### src/rtl/player_hit_detector_pkg.sv
// Shared constants, FSM state encoding and mask helpers for the player hit detector.
// The state encoding is shared with the game-control FSM.
package player_hit_detector_pkg;

   localparam int PROJ_WIDTH_SCALED    = 6;
   localparam int PROJ_HEIGHT_SCALED   = 12;
   localparam int PLAYER_WIDTH_SCALED  = 26;
   localparam int PLAYER_HEIGHT_SCALED = 16;

   localparam int POS_W = 10;
   localparam int CMP_W = POS_W + 1;

   typedef enum logic [2:0] {
      ST_IDLE   = 3'd0,
      ST_CHK1   = 3'd1,
      ST_CHK2   = 3'd2,
      ST_CHK3   = 3'd3,
      ST_REPORT = 3'd4
   } phd_state_t;

   typedef struct packed {
      logic [POS_W-1:0] x;
      logic [POS_W-1:0] y;
   } pos_t;

   function automatic logic [3:1] lowest_onehot(input logic [3:1] mask);
      logic [3:1] onehot;
      onehot = 3'b000;
      if (mask[1])      onehot = 3'b001;
      else if (mask[2]) onehot = 3'b010;
      else if (mask[3]) onehot = 3'b100;
      return onehot;
   endfunction

   function automatic logic [1:0] lowest_code(input logic [3:1] mask);
      logic [1:0] code;
      code = 2'd0;
      if (mask[1])      code = 2'd1;
      else if (mask[2]) code = 2'd2;
      else if (mask[3]) code = 2'd3;
      return code;
   endfunction

endpackage

### src/rtl/player_hit_detector_box_overlap.sv
// Combinational axis-aligned box overlap test on 11-bit unsigned operands.
// Box A is at (i_ax,i_ay) with size AW x AH, box B at (i_bx,i_by) with size BW x BH.
module box_overlap
   import player_hit_detector_pkg::*;
#(
   parameter int AW = PROJ_WIDTH_SCALED,
   parameter int AH = PROJ_HEIGHT_SCALED,
   parameter int BW = PLAYER_WIDTH_SCALED,
   parameter int BH = PLAYER_HEIGHT_SCALED
) (
   input  logic [CMP_W-1:0] i_ax,
   input  logic [CMP_W-1:0] i_ay,
   input  logic [CMP_W-1:0] i_bx,
   input  logic [CMP_W-1:0] i_by,
   output logic             o_overlap
);

   localparam logic [CMP_W-1:0] C_AW = CMP_W'(AW);
   localparam logic [CMP_W-1:0] C_AH = CMP_W'(AH);
   localparam logic [CMP_W-1:0] C_BW = CMP_W'(BW);
   localparam logic [CMP_W-1:0] C_BH = CMP_W'(BH);

   logic [CMP_W-1:0] w_a_right;
   logic [CMP_W-1:0] w_a_bottom;
   logic [CMP_W-1:0] w_b_right;
   logic [CMP_W-1:0] w_b_bottom;

   // Strict compares: boxes that only share an edge do not overlap.
   assign w_a_right  = i_ax + C_AW;
   assign w_a_bottom = i_ay + C_AH;
   assign w_b_right  = i_bx + C_BW;
   assign w_b_bottom = i_by + C_BH;

   assign o_overlap = (i_ax < w_b_right) && (i_bx < w_a_right) &&
                      (i_ay < w_b_bottom) && (i_by < w_a_bottom);

endmodule

### src/rtl/player_hit_detector.sv
// Per-frame check of three invader missiles against the player box; emits collision codes,
// owns lives and game_over. Optional feature macro: PLAYER_INVINCIBILITY_EN.
module player_hit_detector
   import player_hit_detector_pkg::*;
#(
   parameter int PLAYER_W   = PLAYER_WIDTH_SCALED,
   parameter int PLAYER_H   = PLAYER_HEIGHT_SCALED,
   parameter int MISSILE_W  = PROJ_WIDTH_SCALED,
   parameter int MISSILE_H  = PROJ_HEIGHT_SCALED,
   parameter int LIVES_INIT = 3
`ifdef PLAYER_INVINCIBILITY_EN
   ,
   parameter int INV_FRAMES = 60
`endif
) (
   input  logic             clk,
   input  logic             rst,
   input  logic             i_frame,
   input  logic [POS_W-1:0] i_player_x,
   input  logic [POS_W-1:0] i_player_y,
   input  logic [POS_W-1:0] i_m1_x,
   input  logic [POS_W-1:0] i_m1_y,
   input  logic [POS_W-1:0] i_m2_x,
   input  logic [POS_W-1:0] i_m2_y,
   input  logic [POS_W-1:0] i_m3_x,
   input  logic [POS_W-1:0] i_m3_y,
   output logic [1:0]       o_player_collision,
   output logic             o_hit,
   output logic [1:0]       o_lives,
   output logic             o_game_over,
   output logic             o_busy
);

   phd_state_t r_state;
   phd_state_t w_next_state;

   pos_t       r_snap_p;
   pos_t       r_snap_m1;
   pos_t       r_snap_m2;
   pos_t       r_snap_m3;
   pos_t       w_msl;

   logic [3:1] r_mask;
   logic       r_rep_first;
   logic [1:0] r_collision;
   logic       r_hit;
   logic [1:0] r_lives;
   logic       r_game_over;

   logic       w_accept;
   logic       w_overlap;
   logic [3:1] w_onehot;
   logic [3:1] w_mask_rest;
   logic [1:0] w_code;
   logic       w_protected;
   logic       w_life_loss;

   assign w_accept    = (r_state == ST_IDLE) && i_frame;
   assign w_onehot    = lowest_onehot(r_mask);
   assign w_code      = lowest_code(r_mask);
   assign w_mask_rest = r_mask & ~w_onehot;

   // NOTE: the snapshot is always written on frame acceptance before any CHK state reads it,
   // so it carries no reset; only control state is reset.
   always_ff @(posedge clk) begin
      if (w_accept) begin
         r_snap_p  <= '{x: i_player_x, y: i_player_y};
         r_snap_m1 <= '{x: i_m1_x, y: i_m1_y};
         r_snap_m2 <= '{x: i_m2_x, y: i_m2_y};
         r_snap_m3 <= '{x: i_m3_x, y: i_m3_y};
      end
   end

   // NOTE: every signal driven here gets a default first, so no path leaves it unassigned
   // and no latch is inferred.
   always_comb begin
      w_msl = r_snap_m1;
      case (r_state)
         ST_CHK2: w_msl = r_snap_m2;
         ST_CHK3: w_msl = r_snap_m3;
         default: w_msl = r_snap_m1;
      endcase
   end

   box_overlap #(
      .AW (MISSILE_W),
      .AH (MISSILE_H),
      .BW (PLAYER_W),
      .BH (PLAYER_H)
   ) u_box_overlap (
      .i_ax      ({1'b0, w_msl.x}),
      .i_ay      ({1'b0, w_msl.y}),
      .i_bx      ({1'b0, r_snap_p.x}),
      .i_by      ({1'b0, r_snap_p.y}),
      .o_overlap (w_overlap)
   );

   always_comb begin
      w_next_state = r_state;
      case (r_state)
         ST_IDLE:   if (i_frame) w_next_state = ST_CHK1;
         ST_CHK1:   w_next_state = ST_CHK2;
         ST_CHK2:   w_next_state = ST_CHK3;
         ST_CHK3:   w_next_state = ST_REPORT;
         ST_REPORT: if (w_mask_rest == 3'b000) w_next_state = ST_IDLE;
         default:   w_next_state = ST_IDLE;
      endcase
   end

   // A life is charged once per frame, on the first REPORT cycle only.
   assign w_life_loss = (r_state == ST_REPORT) && r_rep_first && (r_mask != 3'b000) &&
                        (r_lives != 2'd0) && !w_protected;

`ifdef PLAYER_INVINCIBILITY_EN
   localparam int INV_W = $clog2(INV_FRAMES + 1);

   logic [INV_W-1:0] r_inv_cnt;
   logic             r_inv_active;

   // Protection for a frame is decided from the count seen when that frame is accepted.
   always_ff @(posedge clk) begin
      if (rst) begin
         r_inv_cnt    <= '0;
         r_inv_active <= 1'b0;
      end else if (w_accept) begin
         r_inv_active <= (r_inv_cnt != '0);
         if (r_inv_cnt != '0) r_inv_cnt <= r_inv_cnt - 1'b1;
      end else if (w_life_loss) begin
         r_inv_cnt <= INV_W'(INV_FRAMES);
      end
   end

   assign w_protected = r_inv_active;
`else
   assign w_protected = 1'b0;
`endif

   // NOTE: sequential state uses non-blocking assignments so every register samples
   // pre-edge values regardless of statement order.
   always_ff @(posedge clk) begin
      if (rst) begin
         r_state     <= ST_IDLE;
         r_mask      <= 3'b000;
         r_rep_first <= 1'b0;
         r_collision <= 2'd0;
         r_hit       <= 1'b0;
         r_lives     <= 2'(LIVES_INIT);
         r_game_over <= 1'b0;
      end else begin
         r_state     <= w_next_state;
         r_collision <= 2'd0;
         r_hit       <= 1'b0;
         case (r_state)
            ST_IDLE: begin
               if (i_frame) begin
                  r_mask      <= 3'b000;
                  r_rep_first <= 1'b1;
               end
            end
            ST_CHK1: r_mask[1] <= w_overlap;
            ST_CHK2: r_mask[2] <= w_overlap;
            ST_CHK3: r_mask[3] <= w_overlap;
            ST_REPORT: begin
               r_rep_first <= 1'b0;
               if (r_mask != 3'b000) begin
                  r_collision <= w_code;
                  r_mask      <= w_mask_rest;
               end
               if (w_life_loss) begin
                  r_hit   <= 1'b1;
                  r_lives <= r_lives - 2'd1;
                  if (r_lives == 2'd1) r_game_over <= 1'b1;
               end
            end
            default: r_mask <= 3'b000;
         endcase
      end
   end

   assign o_player_collision = r_collision;
   assign o_hit              = r_hit;
   assign o_lives            = r_lives;
   assign o_game_over        = r_game_over;
   assign o_busy             = (r_state != ST_IDLE);

endmodule
### config.mk
export PLATFORM = sky130hd
export DESIGN_NAME = player_hit_detector
export DESIGN_NICKNAME = d
export VERILOG_FILES = /design/src/rtl/player_hit_detector_pkg.sv /design/src/rtl/player_hit_detector_box_overlap.sv /design/src/rtl/player_hit_detector.sv
export SDC_FILE = /design/constraint.sdc
export NUM_CORES = 1
export LEC_CHECK = 0
export CELL_PAD_IN_SITES_DETAIL_PLACEMENT = 2
export CELL_PAD_IN_SITES_GLOBAL_PLACEMENT = 2
export CORE_MARGIN = 2
export CORE_UTILIZATION = 35
export CTS_CLUSTER_DIAMETER = 100
export CTS_CLUSTER_SIZE = 30
export DETAILED_ROUTE_END_ITERATION = 16
export PLACE_DENSITY_LB_ADDON = 0.1
export SLEW_MARGIN = 20
export SYNTH_ARGS = -nofsm -noshare
export SYNTH_HDL_FRONTEND = slang
export SYNTH_SLANG_ARGS = --single-unit
### constraint.sdc
create_clock -name clk -period 6.9 [get_ports clk]
set_input_delay 0.69 -clock clk [delete_from_list [all_inputs] [get_ports clk]]
set_output_delay 0.69 -clock clk [all_outputs]
set_load 0.05 [all_outputs]
## Yosys cells after proc, flatten, opt, wreduce, memory -nomap -nowiden

Index checks and enable logic that the tools add are counted.

| word-level totals | value |
|---|---|
| flip-flop bits (word level) | 93 |
| output and inout bits | 7 |

| operators by class | value |
|---|---|
| $add $sub $neg | 5 |
| magnitude comparators | 4 |
| equal/unequal tests | 8 |
| mux-type cells | 18 |
| bitwise operators | 7 |
| reduce and logical (&&, ||, !) cells | 26 |

Operators with widths:

| operator | count |
|---|---|
| $lt 10x11->1 | 4 |
| $pmux 20 s2 | 1 |
| $add 10x5->11 const B | 2 |
| $mux 3 | 7 |
| $pmux 3 s5 | 1 |
| $pmux 1 s4 | 3 |
| $reduce_and 3->1 | 4 |
| $add 10x3->11 const B | 1 |
| $add 10x4->11 const B | 1 |
| $reduce_or 2->1 | 4 |
| $logic_and 1x1->1 | 7 |
| $eq 3x2->1 const B | 2 |
| $logic_not 3->1 | 2 |
| $reduce_and 2->1 | 3 |
| $reduce_bool 3->1 | 2 |
| $not 1->1 | 5 |
| $mux 2 | 2 |
| $ne 2x2->1 const B | 2 |
| $reduce_bool 2->1 | 2 |
| $reduce_or 4->1 | 1 |
| $and 3x3->3 | 1 |
| $eq 3x1->1 const B | 1 |
| $eq 3x3->1 const B | 1 |
| $mux 1 | 3 |
| 6 further kinds | 6 |

## Longest topological paths before layout

| logic depth | value |
|---|---|
| word-level depth | 8 |
| depth in mapped cells | 17 |

## Cells and area by module

From an unflattened synthesis, not the netlist that was laid out.

| unflattened totals | value |
|---|---|
| cell total of the unflattened synthesis | 400 |
| area total of the unflattened synthesis | 4,793.3 sq um |

Modules (own cells, without submodules):

| module | times used | cells each | area each (sq um) | seq. area each (sq um) |
|---|---|---|---|---|
| player_hit_detector | 1 | 220 | 3,428.3 | 2,662.6 |
| box_overlap | 1 | 180 | 1,365.1 | 0.0 |

## Worst setup path before layout

Ideal clock, no wire load.

| path | value |
|---|---|
| path kind | register -> register |
| from | reg r_state[0] |
| to | reg r_snap_m1[0] (netlist name), enable pin |
| setup time | 0.521 ns |
| arrival time | 4.851 ns |
| setup slack | 1.529 ns |
| stages on the path, launching flop included | 6 |
| clock period less this slack | 5.371 ns |
| cell sequence | dfxtp_1 > buf_6 > buf_4 > buf_4 > or3_1 > nor2_1 |

| between the ends | value |
|---|---|
| word-level cells in the longest chain between the ends | 2 |

Ends and longest elaborated chain:

| what | RTL line | text |
|---|---|---|
| start: declaration | player_hit_detector.sv:34 | `phd_state_t r_state;` |
| start signal: assignment | player_hit_detector.sv:150 | `r_state <= w_next_state;` |
| $logic_not 3->1 | player_hit_detector.sv:58 | `assign w_accept = (r_state == ST_IDLE) && i_frame;` |
| $logic_and 1x1->1 | player_hit_detector.sv:58 |  |
| net w_accept | player_hit_detector.sv:50 | `logic w_accept;` |
| end signal: assignment | player_hit_detector.sv:68 | `r_snap_m1 <= '{x: i_m1_x, y: i_m1_y};` |
| end: declaration | player_hit_detector.sv:38 | `pos_t r_snap_m1;` |

The timed path passes the listed nets, and every way through them passes these cells.
A chain may end at the register's enable or synchronous reset.

## Worst setup path after layout

| path | value |
|---|---|
| from | reg r_state[1] |
| to | reg r_mask[2] (netlist name) |

| between the ends | value |
|---|---|
| word-level cells in the longest chain between the ends | 8 |

Ends and longest elaborated chain:

| what | RTL line | text |
|---|---|---|
| $eq 3x2->1 | player_hit_detector.sv:78, player_hit_detector.sv:153 |  |
| $pmux 20 s2 | player_hit_detector.sv:78 | `case (r_state)` |
| $add 10x3->11 | player_hit_detector_box_overlap.sv:29 | `assign w_a_right = i_ax + C_AW;` |
| $lt 10x11->1 | player_hit_detector_box_overlap.sv:34 | `assign o_overlap = (i_ax < w_b_right) && (i_bx < w_a_right) &&` |
| $logic_and 1x1->1 (2 in a row) | player_hit_detector_box_overlap.sv:34 |  |
| $logic_and 1x1->1 | player_hit_detector_box_overlap.sv:35 | `(i_ay < w_b_bottom) && (i_by < w_a_bottom);` |
| $pmux 1 s4 | player_hit_detector.sv:153 | `case (r_state)` |
| end signal: assignment | player_hit_detector.sv:167 | `r_mask <= w_mask_rest;` |
| end: declaration | player_hit_detector.sv:43 | `logic [3:1] r_mask;` |

Parallel ways exist; a longest one is shown, timed or not.

==> summary.md <==
| Metric | Value |
|---|---|
| Reg power frac | ~45% |
| Min Hold Slack | 0.471 ns |
| Post-Syn Area | 4830 µm² |
| #FFs+latches synth | 93 |
| Critical path required time | 7.13 ns |
| Routability-driven placement congestion ratio | 0.792 |
| Post-CTS sizing | 0 |
| Slew HR | between 30% and 40% |
| Commonest cells after routing, fill and taps aside | clkdlybuf4s50_1 (89), edfxtp_1 (80), ha_1 (40) |
| GRT met3 Usage | 4.28% |
| P_sw | ~460 µW |
| Highest clock rate | roughly 250 MHz |
| Combinational share of power | between 20% and 30% |
| Core Area | between 10,000 and 15,000 µm² |
| Pleak | between 2 and 2.5 nW |
| Grt peak-use layer | met2 |
| Main synth FF type | edfxtp_1 |
| Hold_buf cts | 0 |
| Vias in the first global route | about 3,600 |
| Met1 usage | between 20 and 25% |
| Cells after synthesis | 372 |
| Antenna Nets Post-Route | 0 |
| PortBufs | around 90 |
| Worst Hold Class | register to register |
| Synth top area share | around half |
| DRT iter0 DRCs | ~150 |
| CTS tree | yes |
| Global-route usage over all layers | 17.8% |
| Crit path launch type | register |
| Area leader, netlist | edfxtp_1 |
| Slew Viols, Final | 0 |
| CP Max Fanout | 14 |
| Fraction of layout cells with a size suffix above 1 | 10.1% |
| Setup violators final | 0 |
| Setup_tns | 0 ns |
| Max stage delay cell, worst path | nor2b_2 |
| Avg Cell Area, Syn | roughly 13 µm² |
| Largest net degree at the start of global routing | a little over 60 |
| GRT met2 Usage | 30.8% |
| Sequential fraction of the synthesis area | 55.1% |
| Commonest non-fill, non-tap cell in the layout | clkdlybuf4s50_1 |
| Period utilization | between 50% and 60% |
| Switching portion of total power | between 20 and 30% |
| Synth cell types | 55 |
| Buf+Inv Stages, Crit Path | 0 |
| Max incr delay on CP | 0.81 ns |
| Clock share of power | 30.4% |
| DRC | 0 |
| Area grow syn2layout | 27.6% |
| Clock sink count | 93 |
| Cell family with the largest share of critical-path delay | compound AO/OA/AOI/OAI gates |
| EDFF count, synth | 80 |
| Worst path cell trace | nor2b_2, mux2i_2, nor2_1, and3_4, xnor2_1, ha_1, nand4_1, a2111oi_0, a21boi_1, a2111oi_4, a311oi_4, o31ai_1 |
| Reg clk slew, reported paths | ~0.07 ns |
| Int Pwr | between 1 and 1.5 mW |
| Post-DP HPWL | about 9.4 mm |
| Syn Nets | approximately 500 |
| Via Count | about 3,200 |
| First-pass GRT wire length | around 19 mm |
| Max Cap Violations | 0 |
| Detailed Routing Iterations Pass 1 | 4 |
| Pwr Total | about 1.6 mW |
| CTS max path bufs | 2 |
| WL final | around 12 mm |
| Total grt overflow | 0 |
| Wirelength per Cell | roughly 19 µm |
| Die area | between 10,000 and 15,000 µm² |
| Final Util | 46.2% |
| Outcome | finished clean |
| Slew at the pin closest to its max-slew limit | about 0.9 ns |
| Final hold vios | 0 |
| Worst clock skew | 0.00754 ns |
| Worst IR Drop VDD | about 0.00015 V |
| Worst skew pair latency | about 0.36 ns |
| Crit end category | register |
| RSZ-0062 raised after global routing | false |
| Total CTS buffers | 9 |
| WP data arrival | 4.31 ns |
| Synth area leaders | edfxtp_1 (50%), ha_1 (10%), dfxtp_1 (5.4%) |
| Die H | around 120 µm |
| CTS root buf | clkbuf_16 |
| Power density cells | about 250 nW/µm² |
| Crit path time final | approximately 4.1 ns |
| Critical path type | register to register |
| Final #Nets | 586 |
| H-tree Lvls | 3 |
| Post-CTS Setup Bufs | 0 |
| Diodes inserted | 0 |
| Warnings from Yosys | 0 |
| IO Count | 90 |
| Width of the die | around 120 µm |
| DR vias/cell | about 5 |
| Asr flop ratio synth | 0% |
| Initial antenna violation count | 0 |
| # rows | 42 |
| Starting Density | 36.2% |
worst reg2reg max path, cell delays in order (launching register included):
cell       delay, ns
dfxtp_1         0.56
nor2b_2         0.82
mux2i_2         0.43
nor2_1          0.10
and3_4          0.21
xnor2_1         0.12
ha_1            0.37
nand4_1         0.11
a2111oi_0       0.37
a21boi_1        0.32
a2111oi_4       0.10
a311oi_4        0.34
o31ai_1         0.13
registers in the layout (all words and copies together) (netlist names):
| name | count |
|---|---|
| r_snap_m3 | 20 |
| o_lives | 2 |
| r_snap_p | 20 |
| r_snap_m2 | 20 |
| o_player_collision | 2 |
| r_snap_m1 | 20 |
| o_hit | 1 |
| r_state | 3 |
| r_rep_first | 1 |
| o_game_over | 1 |
| r_mask | 3 |
worst paths after layout:
path / end / slack [ns] / depth (start not counted) / startpoint
worst max-delay path: r_mask[2]$_SDFFE_PP0P_ / 2.82 / 12 / r_state[1]$_SDFFE_PP0P_
worst min-delay path: o_game_over$_SDFFE_PP0P_ / 0.47 / 2 / o_game_over$_SDFFE_PP0P_
worst max register to register: r_mask[2]$_SDFFE_PP0P_ / 2.82 / 12 / r_state[1]$_SDFFE_PP0P_
worst min register to register: o_game_over$_SDFFE_PP0P_ / 0.47 / 2 / o_game_over$_SDFFE_PP0P_
Yosys cell counts, types with 3 or more instances:
| library cell | n |
|---|---|
| nand2b_1 | 6 |
| clkbuf_1 | 4 |
| inv_1 | 17 |
| xnor2_1 | 14 |
| ha_1 | 40 |
| nand2_1 | 20 |
| inv_2 | 4 |
| xor2_1 | 13 |
| edfxtp_1 | 80 |
| nor3_1 | 6 |
| a211o_1 | 3 |
| mux2i_1 | 11 |
| a21o_1 | 4 |
| dfxtp_1 | 13 |
| o21a_1 | 3 |
| a21oi_1 | 19 |
| nand4_1 | 6 |
| o21ai_0 | 11 |
| mux2_2 | 9 |
| o21ai_1 | 5 |
| buf_4 | 4 |
| nand3_1 | 6 |
| nor2_1 | 23 |
| nor2b_1 | 5 |
| mux2_1 | 6 |
| mux2_4 | 5 |
layer usage:
metal	share of wire [%]	vias to the layer above
li1	-	1563
met1	45	1579
met2	49	67
met3	3.6	14
met4	1.5	0
met5	0	-
kinds of logic after synthesis:
group | share of synthesized area [%]
multiplexers | 7.62
adder cells (fa/ha/maj) | 10.4
XOR/XNOR | 4.90
flip-flops | 55.1
AND/OR/NAND/NOR | 8.71
buffers and inverters | 3.14
AO/OA/AOI/OAI | 10.1
power by group through the flow:
stage,Sequential (mW),Combinational (mW),Clock (mW)
6_report,0.696,0.384,0.473
5_1_grt,0.701,0.432,0.502
4_1_cts,0.697,0.393,0.490
3_5_place_dp,0.709,0.387,0
3_3_place_gp,0.707,0.366,0
2_1_floorplan,0.699,0.258,0
per-stage QoR:
step	worst slack, ns	instance area, µm²	cells
finish	2.82	6160	643
CTS	2.72	6160	643
detailed placement	2.74	5890	628
global placement	3.06	5890	628
floorplan	1.53	4830	372
global route	2.41	6160	643
area by class of cell:
cell class / count / area [µm²]
Fill cell: 1365 / 7190
Sequential cell: 93 / 2660
Multi-Input combinational cell: 247 / 2020
Timing Repair Buffer: 91 / 906
Clock buffer: 10 / 229
Tap cell: 176 / 220
Inverter: 21 / 78.8
Clock inverter: 5 / 42.5
Power figures use the tool's default switching activity.
